**config.mk**
```make
export PLATFORM = sky130hd
export DESIGN_NAME = input_port_ctrl
export DESIGN_NICKNAME = d
export VERILOG_FILES = /design/src/rtl/noc_params_pkg.sv /design/src/rtl/rc_unit.sv /design/src/rtl/input_port_ctrl.sv
export SDC_FILE = /design/constraint.sdc
export NUM_CORES = 1
export LEC_CHECK = 0
export BUFFER_PORTS_ARGS = -buffer_cell sky130_fd_sc_hd__buf_2
export CORE_AREA = 2 2 70 72
export CTS_CLUSTER_DIAMETER = 50
export DETAILED_ROUTE_END_ITERATION = 8
export DIE_AREA = 0 0 72 74
export PLACE_DENSITY_LB_ADDON = 0.15
export SYNTH_ARGS = -nofsm -noshare
export SYNTH_HDL_FRONTEND = slang
export SYNTH_HIERARCHICAL = 1
export SYNTH_SLANG_ARGS = --single-unit
```
**constraint.sdc**
```tcl
create_clock -name clk -period 1.8 [get_ports clk]
set_input_delay 0.18 -clock clk [delete_from_list [all_inputs] [get_ports clk]]
set_output_delay 0.18 -clock clk [all_outputs]
set_load 0.01 [all_outputs]
```
**src/rtl/noc_params_pkg.sv**
```systemverilog
// noc_params_pkg: shared flit label, port and input-state types for the router
package noc_params_pkg;
  localparam int LABEL_SIZE = 2;
  typedef enum logic [1:0] {HEAD = 2'b00, BODY = 2'b01, TAIL = 2'b10, HEADTAIL = 2'b11} flit_label_t;
  typedef enum logic [2:0] {LOCAL = 3'd0, NORTH = 3'd1, SOUTH = 3'd2, WEST = 3'd3, EAST = 3'd4} port_t;
  typedef enum logic [1:0] {IDLE, VA, ACTIVE} input_state_t;
  function automatic logic is_head(flit_label_t l);
    return l == HEAD || l == HEADTAIL;
  endfunction
  function automatic logic is_tail(flit_label_t l);
    return l == TAIL || l == HEADTAIL;
  endfunction
endpackage

```
**src/rtl/rc_unit.sv**
```systemverilog
// rc_unit: combinational XY dimension-order route computation
module rc_unit
  import noc_params_pkg::*;
#(
  parameter int COORD_SIZE = 2,
  parameter int X_CURRENT  = 0,
  parameter int Y_CURRENT  = 0
) (
  input  logic [COORD_SIZE-1:0] x_dest,
  input  logic [COORD_SIZE-1:0] y_dest,
  output port_t                 port
);
  localparam logic [COORD_SIZE-1:0] XC = COORD_SIZE'(X_CURRENT);
  localparam logic [COORD_SIZE-1:0] YC = COORD_SIZE'(Y_CURRENT);
  // resolve X first, then Y, otherwise deliver locally
  always_comb
    port = x_dest > XC ? EAST :
           x_dest < XC ? WEST :
           y_dest > YC ? SOUTH :
           y_dest < YC ? NORTH : LOCAL;
endmodule

```
**src/rtl/input_port_ctrl.sv**
```systemverilog
// input_port_ctrl: per-port packet controller (route, VA/SA request, flit forward, credits)
module input_port_ctrl
  import noc_params_pkg::*;
#(
  parameter int FLIT_SIZE  = 16,
  parameter int COORD_SIZE = 2,
  parameter int X_CURRENT  = 0,
  parameter int Y_CURRENT  = 0
) (
  input  logic                 clk,
  input  logic                 rst,
  input  logic [FLIT_SIZE-1:0] fifo_data_i,
  input  logic                 fifo_empty_i,
  output logic                 fifo_read_o,
  output logic                 va_req_o,
  input  logic                 va_grant_i,
  output logic                 sa_req_o,
  input  logic                 sa_grant_i,
  output logic [2:0]           out_port_o,
  output logic [FLIT_SIZE-1:0] flit_o,
  output logic                 flit_valid_o,
  output logic                 credit_o,
  output logic                 error_o
);
  flit_label_t  label;
  port_t        route;
  input_state_t state, state_n;
  logic         first_q, pop, drop, stray_head;
  assign label = flit_label_t'(fifo_data_i[FLIT_SIZE-1 -: LABEL_SIZE]);
  rc_unit #(.COORD_SIZE(COORD_SIZE), .X_CURRENT(X_CURRENT), .Y_CURRENT(Y_CURRENT)) u_rc (
    .x_dest(fifo_data_i[FLIT_SIZE-LABEL_SIZE-1 -: COORD_SIZE]),
    .y_dest(fifo_data_i[FLIT_SIZE-LABEL_SIZE-COORD_SIZE-1 -: COORD_SIZE]),
    .port  (route)
  );
  // next state, requests and pop/drop decisions
  always_comb begin
    state_n  = state;
    va_req_o = 1'b0;
    sa_req_o = 1'b0;
    pop      = 1'b0;
    drop     = 1'b0;
    case (state)
      IDLE: if (!fifo_empty_i) begin
        if (is_head(label)) state_n = VA;
        else drop = 1'b1;
      end
      VA: begin
        va_req_o = 1'b1;
        if (va_grant_i) state_n = ACTIVE;
      end
      ACTIVE: begin
        sa_req_o = !fifo_empty_i;
        pop      = sa_req_o && sa_grant_i;
        if (pop && is_tail(label)) state_n = IDLE;
      end
      default: state_n = IDLE;
    endcase
  end
  assign fifo_read_o = pop || drop;
  // a plain HEAD after the packet's first flit is a protocol violation
  assign stray_head  = pop && !first_q && label == HEAD;
  // state, route latch, forwarded flit, credit pulse and sticky error
  always_ff @(posedge clk or negedge rst)
    if (!rst) begin
      state        <= IDLE;
      out_port_o   <= LOCAL;
      flit_o       <= '0;
      flit_valid_o <= 1'b0;
      credit_o     <= 1'b0;
      error_o      <= 1'b0;
      first_q      <= 1'b0;
    end else begin
      state        <= state_n;
      flit_valid_o <= pop;
      credit_o     <= fifo_read_o;
      error_o      <= error_o || drop || stray_head;
      first_q      <= state == VA ? 1'b1 : pop ? 1'b0 : first_q;
      if (state == IDLE && state_n == VA) out_port_o <= route;
      if (pop) flit_o <= stray_head ? {BODY, fifo_data_i[FLIT_SIZE-LABEL_SIZE-1:0]} : fifo_data_i;
    end
endmodule
```
==> impl_metrics.env, run 1 <==
export IMPL_synth_xor_area_share_pct=0
export IMPL_numCtsBuffers=3
export IMPL_r2r_end="flit_o[9]"
export IMPL_max_slew_margin_pct=62.4
export IMPL_synth_area_top_cells="dfrtp_1 (56%), mux2_4 (16%), mux2_2 (5.1%)"
export IMPL_setup_worst_path_start_class="flip-flop"
export IMPL_synth_most_common_cell="dfrtp_1"
export IMPL_netlist_area_leader_share_pct=56.4
export IMPL_synthAdderAreaFrac_pct=3.38
export IMPL_num_antenna_cells=0
export IMPL_slowest_delay_ns=0.47
export IMPL_async_flop_share_pct=100
export IMPL_worstPathArrival_ns=1.33
export IMPL_place_congestion=0.676
export IMPL_area_growth_pct=31.1
export IMPL_startpoint="state[0]"
export IMPL_critPathRequiredTime_ns=1.62
export IMPL_yosysTopAreaCell="dfrtp_1"
export IMPL_status="complete, no violations"
export IMPL_rr_worst_depth=2
export IMPL_clkTransAtPathRegs_ns=0.08
export IMPL_vias=740
export IMPL_rrSetupSlack_ns=0.36
export IMPL_crit_family="flip-flops"
export IMPL_pre_cts_ws_ns=0.251
export IMPL_synth_common_cells="dfrtp_1 (25), mux2_4 (12), inv_1 (5), mux2_2 (5)"
export IMPL_yosysWarnings=6
export IMPL_cts_root_buf="clkbuf_8"
export IMPL_worst_pin_slew_ns=0.565
export IMPL_synth_top_family_by_area="multiplexers"
export IMPL_p_per_area_nw_per_um2=1470
export IMPL_drv_cap=0
export IMPL_cp_depth=3
export IMPL_clockBufferDepth=2
export IMPL_crit_end="fifo_read_o"
export IMPL_antenna_found_initial=0
export IMPL_core_area_um2=4600
export IMPL_slew_violations=0
export IMPL_vdd_drop_max_mv=0.569
export IMPL_via_per_inst=4.07
export IMPL_finalSetupViolCount=0
export IMPL_crit_chain="and4bb_4 -> nand2b_1 -> buf_2"
export IMPL_ant_nets=0
export IMPL_syn_area_um2=1110
export IMPL_port_buffers=45
export IMPL_synth_fp_nets=102
export IMPL_grtUsageTotal_pct=8.64
export IMPL_critical_path_class="reg -> out"
export IMPL_htreeDepth=1
export IMPL_synth_flop_cell="dfrtp_1"
export IMPL_synth_compound_area_share_pct=3.61
export IMPL_fp_dieArea_um2=5330
export IMPL_drt_pass1_iter_count=4
export IMPL_setup_ws_ns=0.295
export IMPL_critPathMaxFanout=7
export IMPL_synth_seq_cells=25
export IMPL_yosys_area_share_simple_pct=10.6
export IMPL_drive_gt1_share_pct=56.3
export IMPL_die_h_um=74
export IMPL_drtIter0Drc=16
export IMPL_timing_final_crit_share_pct=83.6
export IMPL_tns_ns=0
export IMPL_rr_startpoint="state[0]"
export IMPL_grt_max_degree=26
export IMPL_ios=46
export IMPL_synth_cell_types=21
export IMPL_hold_viol=0
export IMPL_synth_edf_count=0
export IMPL_cp_slowest_cell="dfrtp_1"
export IMPL_cts_repair_resized=0
export IMPL_p_leak_uw=0.000731
export IMPL_cp_end_kind="output port"
export IMPL_initial_core_util_pct=24.1
export IMPL_post_drt_wl_per_cell_um=12.3
export IMPL_postSynthCellCount=78
export IMPL_clk_latency_ns=0.26
export IMPL_cp_buffers_inverters=1
export IMPL_grt_pass1_vias=744
export IMPL_grt_ovfl_total=0
export IMPL_fp_dieW_um=72
export IMPL_synth_mux_area_share_pct=21.3
export IMPL_fin_nets=153
export IMPL_min_period_ns=1.51
export IMPL_wl_mm=2.23
export IMPL_clock_skew_ns=0.00175
export IMPL_drcViolationCount=0
export IMPL_hold_path_class="in -> reg"
export IMPL_avgSynthCellArea_um2=14.2
export IMPL_min_path_cells=2
export IMPL_cts_tree="done"
export IMPL_rsz0062_at_grt="no"
export IMPL_ys_seq_area_share_pct=56.4
export IMPL_dpl_hpwl_mm=1.58
export IMPL_fmaxAchievable_mhz=664
export IMPL_num_rows=25
export IMPL_cts_sinks=25
export IMPL_grt_first_pass_wirelength_mm=3.51
-- what timing repair did --
action                                  CTS  global route
cloned                                    1             0
setup buffers                             0             2
pin swaps                                 1             1
endpoints found under the hold margin    25             0
endpoints found under the setup margin    1             1
hold buffers                              1             0
-- metrics by stage --
step                      hold slack, ns  instance area, um^2  std cells  utilization, %  total power (uW)
final                              0.111                 1460        182            31.6              2130
after global routing               0.114                 1460        182            31.6              2290
after CTS                          0.107                 1440        180            31.3              2170
after detailed placement           0.209                 1370        174            29.9              1810
after global placement             0.203                 1370        174            29.9              1800
after floorplan                   -0.116                 1110         78               -              1480
-- how the worst min path moves through the flow --
stage / from / to / slack [ns]
after floorplan: rst / credit_o / -0.12
after global placement: rst / flit_o[3] / 0.20
after detailed placement: rst / flit_o[4] / 0.21
after CTS: va_grant_i / state[0] / 0.11
after global routing: va_grant_i / state[0] / 0.11
final: va_grant_i / state[0] / 0.11
-- report_power, final --
| part | switching [uW] | leakage [uW] | internal, uW |
|---|---|---|---|
| sequential | 157 | 0.000299 | 808 |
| clock | 166 | 0.0000228 | 158 |
| combinational | 359 | 0.000409 | 487 |
| total | 682 | 0.000731 | 1450 |
-- area by class of cell --
class	instances	area [um^2]
Clock buffer	4	45.0
Sequential cell	25	626
Tap cell	54	67.6
Timing Repair Buffer	48	250
Multi-Input combinational cell	46	448
Inverter	5	18.8
Fill cell	475	3140
-- cells by family (layout without fill, tap and decap cells) --
kind of cell,Yosys count,in the layout
adders and majority gates,3,3
AOI/OAI and AO/OA,7,7
other,1,1
DFF,25,25
buffers and inverters,8,57
and+or+nand+nor,17,18
muxes,17,17
-- registers in the layout, indices dropped and copies added, names as in the netlist --
register	flops
flit_valid_o	1
error_o	1
out_port_o	3
first_q	1
state	2
flit_o	16
credit_o	1
-- cell usage in the layout (no fill, tap or decap), types with 3 or more instances in the layout --
master / n
buf_2: 45
dfrtp_1: 25
mux2_4: 12
inv_1: 5
mux2_2: 5
nand2b_1: 4
o21ai_0: 4
nor2_1: 3
nand2_1: 3
ha_1: 3
clkbuf_8: 3
-- metal layers --
metal | part of all wire, % | wire, um | vias to the layer above | track usage, %
met5 | 0 | 0 | - | 0
met4 | 0.81 | 18 | 0 | 3.14
met3 | 8.1 | 181 | 2 | 3.12
met2 | 45 | 1010 | 34 | 13.0
met1 | 46 | 1020 | 342 | 11.5
li1 | - | - | 362 | -
Power figures use the tool's default switching activity.
==> run 2, diff against run 1 <==
==> constraint.sdc (replaced) <==
create_clock -name clk -period 1.4 [get_ports clk]
set_input_delay 0.14 -clock clk [delete_from_list [all_inputs] [get_ports clk]]
set_output_delay 0.14 -clock clk [all_outputs]
set_load 0.01 [all_outputs]
==> run 2 against run 1 <==
  * The run now ends with negative setup slack left
  * Final cell count grew 4.4%
  * Combinational power grew 51%
  * Setup slack lost 0.33 ns
  * Sequential power grew 24%
  * Cell area grew 7.5%
  * First-iteration DRC count grew 44%
  * Critical endpoint unchanged
  * Largest power group is now combinational logic
  * Highest routed layer unchanged
==> impl_metrics.env, run 2 (synthesis results as in run 1) <==
export IMPL_critical_path_class="reg -> out"
export IMPL_port_buffers=45
export IMPL_numCtsBuffers=3
export IMPL_fp_dieW_um=72
export IMPL_placedInstanceArea_um2=1450
export IMPL_vdd_drop_max_mv=0.675
export IMPL_wl_mm=2.27
export IMPL_num_rows=25
export IMPL_worstPathArrival_ns=1.30
export IMPL_violations="negative setup slack"
export IMPL_core_area_um2=4600
export IMPL_grt_first_pass_wirelength_mm=3.80
export IMPL_post_drt_wl_per_cell_um=11.9
export IMPL_drtIter0Drc=23
export IMPL_finalSetupViolCount=5
export IMPL_worst_pin_slew_ns=0.569
export IMPL_ant_nets=0
export IMPL_clkTransAtPathRegs_ns=0.08
export IMPL_wl_met1_mm=1.02
export IMPL_regMostFlops="flit_o"
export IMPL_p_leak_uw=0.000788
export IMPL_fin_nets=161
export IMPL_nFillCells=461
export IMPL_fin_area_um2=1560
export IMPL_drv_cap=0
export IMPL_cts_sinks=25
export IMPL_drcViolationCount=0
export IMPL_max_slew_margin_pct=62.0
export IMPL_clockBufferDepth=2
export IMPL_status="complete, but fails checks"
export IMPL_whs_ns=0.0699
export IMPL_mostFrequentLayoutCells="buf_2 (44), dfrtp_1 (25), mux2_4 (13)"
export IMPL_wl_met2_mm=1.07
export IMPL_top_layer="met4"
export IMPL_ios=46
export IMPL_hold_viol=0
export IMPL_cp_end_kind="output port"
export IMPL_grtUsageTotal_pct=9.27
export IMPL_htreeDepth=1
export IMPL_min_period_ns=1.44
export IMPL_via_per_inst=4.07
export IMPL_final_common_cell="buf_2"
export IMPL_wl_met3_um=169
export IMPL_pre_cts_ws_ns=-0.0617
export IMPL_hold_path_class="in -> reg"
export IMPL_tns_ns=-0.127
export IMPL_die_h_um=74
export IMPL_critPathMaxFanout=3
export IMPL_vias=774
export IMPL_p_per_area_nw_per_um2=1860
export IMPL_drive_gt1_share_pct=61.8
export IMPL_cts_tree="done"
export IMPL_setup_worst_path_start_class="flip-flop"
export IMPL_area_growth_pct=40.9
export IMPL_grt_max_degree=26
export IMPL_startpoint="state[0]"
export IMPL_utilization_pct=34.0
export IMPL_grt_pass1_vias=827
export IMPL_clk_latency_ns=0.26
export IMPL_timing_final_crit_share_pct=103
export IMPL_reg_largest_list="flit_o x16, out_port_o x3, state x2"
export IMPL_largest_reg_flops=16
export IMPL_clock_skew_ns=0.00401
export IMPL_slew_violations=0
export IMPL_rr_startpoint="state[1]"
export IMPL_grt_ovfl_total=0
export IMPL_dpl_hpwl_mm=1.71
export IMPL_num_antenna_cells=0
export IMPL_cts_root_buf="clkbuf_8"
export IMPL_place_congestion=0.696
export IMPL_initial_core_util_pct=24.1
export IMPL_fp_dieArea_um2=5330
export IMPL_fmaxAchievable_mhz=696
export IMPL_antenna_found_initial=0
export IMPL_rsz0062_at_grt="yes"
export IMPL_hold_path_startpoint="va_grant_i"
export IMPL_setup_ws_ns=-0.0360
export IMPL_critPathRequiredTime_ns=1.26
export IMPL_drt_pass1_iter_count=3
-- run 2: final cells by class --
class | count | area, um^2 | share of cell area, %
inverters | 5 | 18.8 | 1.20
flip-flops and latches | 25 | 626 | 40.0
well taps | 54 | 67.6 | 4.32
clock buffers | 4 | 45.0 | 2.88
repair buffers | 57 | 353 | 22.6
multi-input cells | 45 | 454 | 29.0
-- run 2: through the flow --
| step | power (uW) | std cells |
|---|---|---|
| after global placement | 2400 | 181 |
| after global routing | 3130 | 190 |
| after CTS | 2940 | 190 |
| after detailed placement | 2410 | 181 |
| final | 2900 | 190 |
| after floorplan | 1910 | 78 |
-- run 2: power by group --
part | total, uW | internal, uW | switching, uW
clock | 424 | 203 | 221
sequential | 1200 | 1040 | 165
combinational | 1280 | 748 | 529
-- run 2: per-layer routing --
layer / track usage [%] / vias to the layer above
met4: 3.14 / 0
li1: - / 376
met3: 2.57 / 2
met2: 14.7 / 32
met5: 0 / -
met1: 12.3 / 364
-- run 2: what timing repair did --
item,CTS,global route
hold buffers,1,0
resized for setup,4,3
hold endpoints to repair,25,0
buffers inserted,4,0
pin swaps,2,3
endpoints found under the setup margin,1,23
-- run 2: path summary, 6_finish.rpt --
check                                endpoint  slack, ns  cells past startpoint
max in group asynchronous          flit_o[13]       0.62                      2
worst max register to register  out_port_o[1]      -0.03                      3
worst min-delay path                 state[0]       0.07                      2
min in group asynchronous           flit_o[5]       0.40                      2
worst min register to register        error_o       0.49                      2
worst max-delay path              fifo_read_o      -0.04                      4
-- run 2: worst max-delay path, cell delays in order (launching register included) --
cell	delay (ns)
dfrtp_1	0.39
and4bb_4	0.33
buf_12	0.10
nand2b_4	0.11
buf_6	0.10
==> run 3, diff against run 2 <==
--- a/config.mk
+++ b/config.mk
@@ -6,12 +6,12 @@
 export NUM_CORES = 1
 export LEC_CHECK = 0
 export BUFFER_PORTS_ARGS = -buffer_cell sky130_fd_sc_hd__buf_2
-export CORE_AREA = 2 2 70 72
+export CAP_MARGIN = 20
+export CORE_AREA = 2 2 68 70
 export CTS_CLUSTER_DIAMETER = 50
 export DETAILED_ROUTE_END_ITERATION = 8
-export DIE_AREA = 0 0 72 74
+export DIE_AREA = 0 0 70 72
 export PLACE_DENSITY_LB_ADDON = 0.15
 export SYNTH_ARGS = -nofsm -noshare
 export SYNTH_HDL_FRONTEND = slang
-export SYNTH_HIERARCHICAL = 1
 export SYNTH_SLANG_ARGS = --single-unit
==> run 3 against run 2 <==
  * The run still ends with negative setup slack left
  * Total power rose by 1.5%
  * Setup slack got worse by 0.050 ns
  * Critical path type unchanged
  * Critical path depth did not move
  * Synthesized cell count fell by 1.3%
  * Highest routed layer unchanged
  * Largest power group unchanged
  * Via count fell by 4.7%
  * Die area fell by 5.4%
==> impl_metrics.env, run 3 <==
export IMPL_status="complete, but fails checks"
export IMPL_violations="negative setup slack"
export IMPL_grt_ovfl_total=0
export IMPL_initial_core_util_pct=24.6
export IMPL_fp_dieArea_um2=5040
export IMPL_hold_path_class="in -> reg"
export IMPL_postSynthCellCount=77
export IMPL_critical_path_class="reg -> out"
export IMPL_grt_pass1_vias=774
export IMPL_finalNonFillerCells=181
export IMPL_pre_cts_ws_ns=0.0599
export IMPL_largest_reg_flops=16
export IMPL_tns_ns=-0.576
export IMPL_synth_fp_nets=101
export IMPL_ios=46
export IMPL_synth_edf_count=0
export IMPL_ys_seq_area_share_pct=57.2
export IMPL_cp_end_kind="output port"
export IMPL_drive_gt1_share_pct=57.4
export IMPL_antenna_found_initial=0
export IMPL_place_congestion=0.625
export IMPL_cp_slowest_cell="dfrtp_1"
export IMPL_synth_flop_cell="dfrtp_1"
export IMPL_synth_cell_types=20
export IMPL_yosysWarnings=0
export IMPL_grt_max_degree=25
export IMPL_grt_first_pass_wirelength_mm=3.90
export IMPL_synth_seq_cells=24
export IMPL_htreeDepth=1
export IMPL_max_slew_margin_pct=63.2
export IMPL_ant_nets=0
export IMPL_dpl_hpwl_mm=1.69
export IMPL_grtUsageTotal_pct=9.84
export IMPL_fin_nets=154
export IMPL_fp_dieW_um=70
export IMPL_slowest_delay_ns=0.40
export IMPL_drt_pass1_iter_count=4
export IMPL_critPathMaxFanout=3
export IMPL_setup_worst_path_start_class="flip-flop"
export IMPL_drcViolationCount=0
export IMPL_slew_violations=0
export IMPL_p_per_area_nw_per_um2=1970
export IMPL_cts_root_buf="clkbuf_8"
export IMPL_final_common_cell="buf_2"
export IMPL_crit_family="simple AND/OR/NAND/NOR gates"
export IMPL_synth_area_top_cells="dfrtp_1 (57%), mux2_4 (17%), ha_1 (3.6%)"
export IMPL_num_antenna_cells=0
export IMPL_clockBufferDepth=2
export IMPL_clk_latency_ns=0.27
export IMPL_min_period_ns=1.49
export IMPL_nFillCells=447
export IMPL_dp_cells=172
export IMPL_finalSetupViolCount=15
export IMPL_p_total_uw=2950
export IMPL_syn_area_um2=1050
export IMPL_hold_viol=0
export IMPL_drtIter0Drc=14
export IMPL_clock_skew_ns=0.00781
export IMPL_cts_tree="done"
export IMPL_synth_common_cells="dfrtp_1 (24), mux2_4 (12), o21ai_0 (6)"
export IMPL_p_leak_uw=0.000762
export IMPL_vias=738
export IMPL_port_buffers=44
export IMPL_avgSynthCellArea_um2=13.6
export IMPL_reg_largest_list="flit_o x16, out_port_o x2, state x2"
export IMPL_clkTransAtPathRegs_ns=0.09
export IMPL_num_rows=24
export IMPL_timing_final_crit_share_pct=106
export IMPL_wl_mm=2.34
export IMPL_area_growth_pct=42.6
export IMPL_vdd_drop_max_mv=0.644
export IMPL_fmaxAchievable_mhz=673
export IMPL_cp_buffers_inverters=2
export IMPL_core_area_um2=4260
export IMPL_netlist_area_leader_share_pct=57.2
export IMPL_die_h_um=72
export IMPL_yosysTopAreaCell="dfrtp_1"
export IMPL_placedInstanceArea_um2=1330
export IMPL_synth_most_common_cell="dfrtp_1"
export IMPL_critPathRequiredTime_ns=1.26
export IMPL_crit_chain="and4bb_4 -> buf_12 -> nand2b_4 -> buf_6"
export IMPL_mostFrequentLayoutCells="buf_2 (43), dfrtp_1 (24), mux2_4 (12)"
export IMPL_via_per_inst=4.08
export IMPL_post_drt_wl_per_cell_um=12.9
export IMPL_async_flop_share_pct=100
export IMPL_rsz0062_at_grt="yes"
export IMPL_regMostFlops="flit_o"
export IMPL_drv_cap=0
export IMPL_cts_sinks=24
export IMPL_setup_ws_ns=-0.0855
export IMPL_seq_area_um2=601
export IMPL_worst_pin_slew_ns=0.552
export IMPL_worstPathArrival_ns=1.35
export IMPL_numCtsBuffers=3
export IMPL_fin_area_um2=1500
export IMPL_multi_input_area_um2=422
[run 3: cell types whose count changed after synthesis, sizes merged]
cell and delta:
dfrtp -1, mux2 -3, nand2 +2, nor2 -1
nor4 -1, o21ai +4, o21bai -1, or2 -1
or4 +1
[run 3: power by group]
part | internal [uW] | switching [uW] | leakage, uW
Sequential | 994 | 161 | 0.000289
Combinational | 687 | 498 | 0.000437
Clock | 382 | 225 | 0.0000357
[run 3: cell type report]
class	instances	share of cell area, %
tap	52	4.35
timing repair buffer	51	21.3
clock inverter	1	2.01
clock buffer	3	2.76
multi-input combinational	45	28.2
sequential	24	40.1
inverter	5	1.25
[run 3: through the flow]
step / hold WS (ns) / utilization (%)
floorplan: -0.156 / -
global placement: 0.165 / 31.2
detailed placement: 0.164 / 31.2
CTS: 0.0869 / 34.4
global route: 0.0796 / 35.1
finish: 0.0953 / 35.1
[run 3: cell families after synthesis]
logic type,synth area share (%)
AND/OR/NAND/NOR,9.53
AO/OA/AOI/OAI,5.01
adder cells (fa/ha/maj),3.58
other,0.357
flip-flops,57.2
buffers and inverters,5.01
multiplexers,19.3
[run 3: repair_timing]
item | 4_1_cts | 5_1_grt
pin swaps | 0 | 2
cloned | 1 | 0
gates resized for setup | 0 | 5
endpoints found under the hold margin | 24 | 0
setup endpoints to repair | 1 | 18
buffers inserted | 3 | 0
hold buffers | 1 | 0
[run 3: routing by layer]
metal	GRT usage [%]	part of all wire [%]	vias up
li1	-	-	364
met1	13.0	45	353
met2	15.6	49	19
met3	2.50	5.3	2
met4	3.85	1.0	0
met5	0	0	-
[run 3: worst paths after layout]
check | slack [ns] | to | cells past startpoint | from
worst max-delay path | -0.09 | fifo_read_o | 4 | state[0]
worst min-delay path | 0.1 | flit_o[4] | 2 | fifo_data_i[4]
worst max register to register | -0.06 | flit_o[0] | 4 | state[0]
worst min register to register | 0.49 | error_o | 2 | error_o
max in group asynchronous | 0.65 | flit_valid_o | 2 | rst
min in group asynchronous | 0.38 | out_port_o[2] | 2 | rst
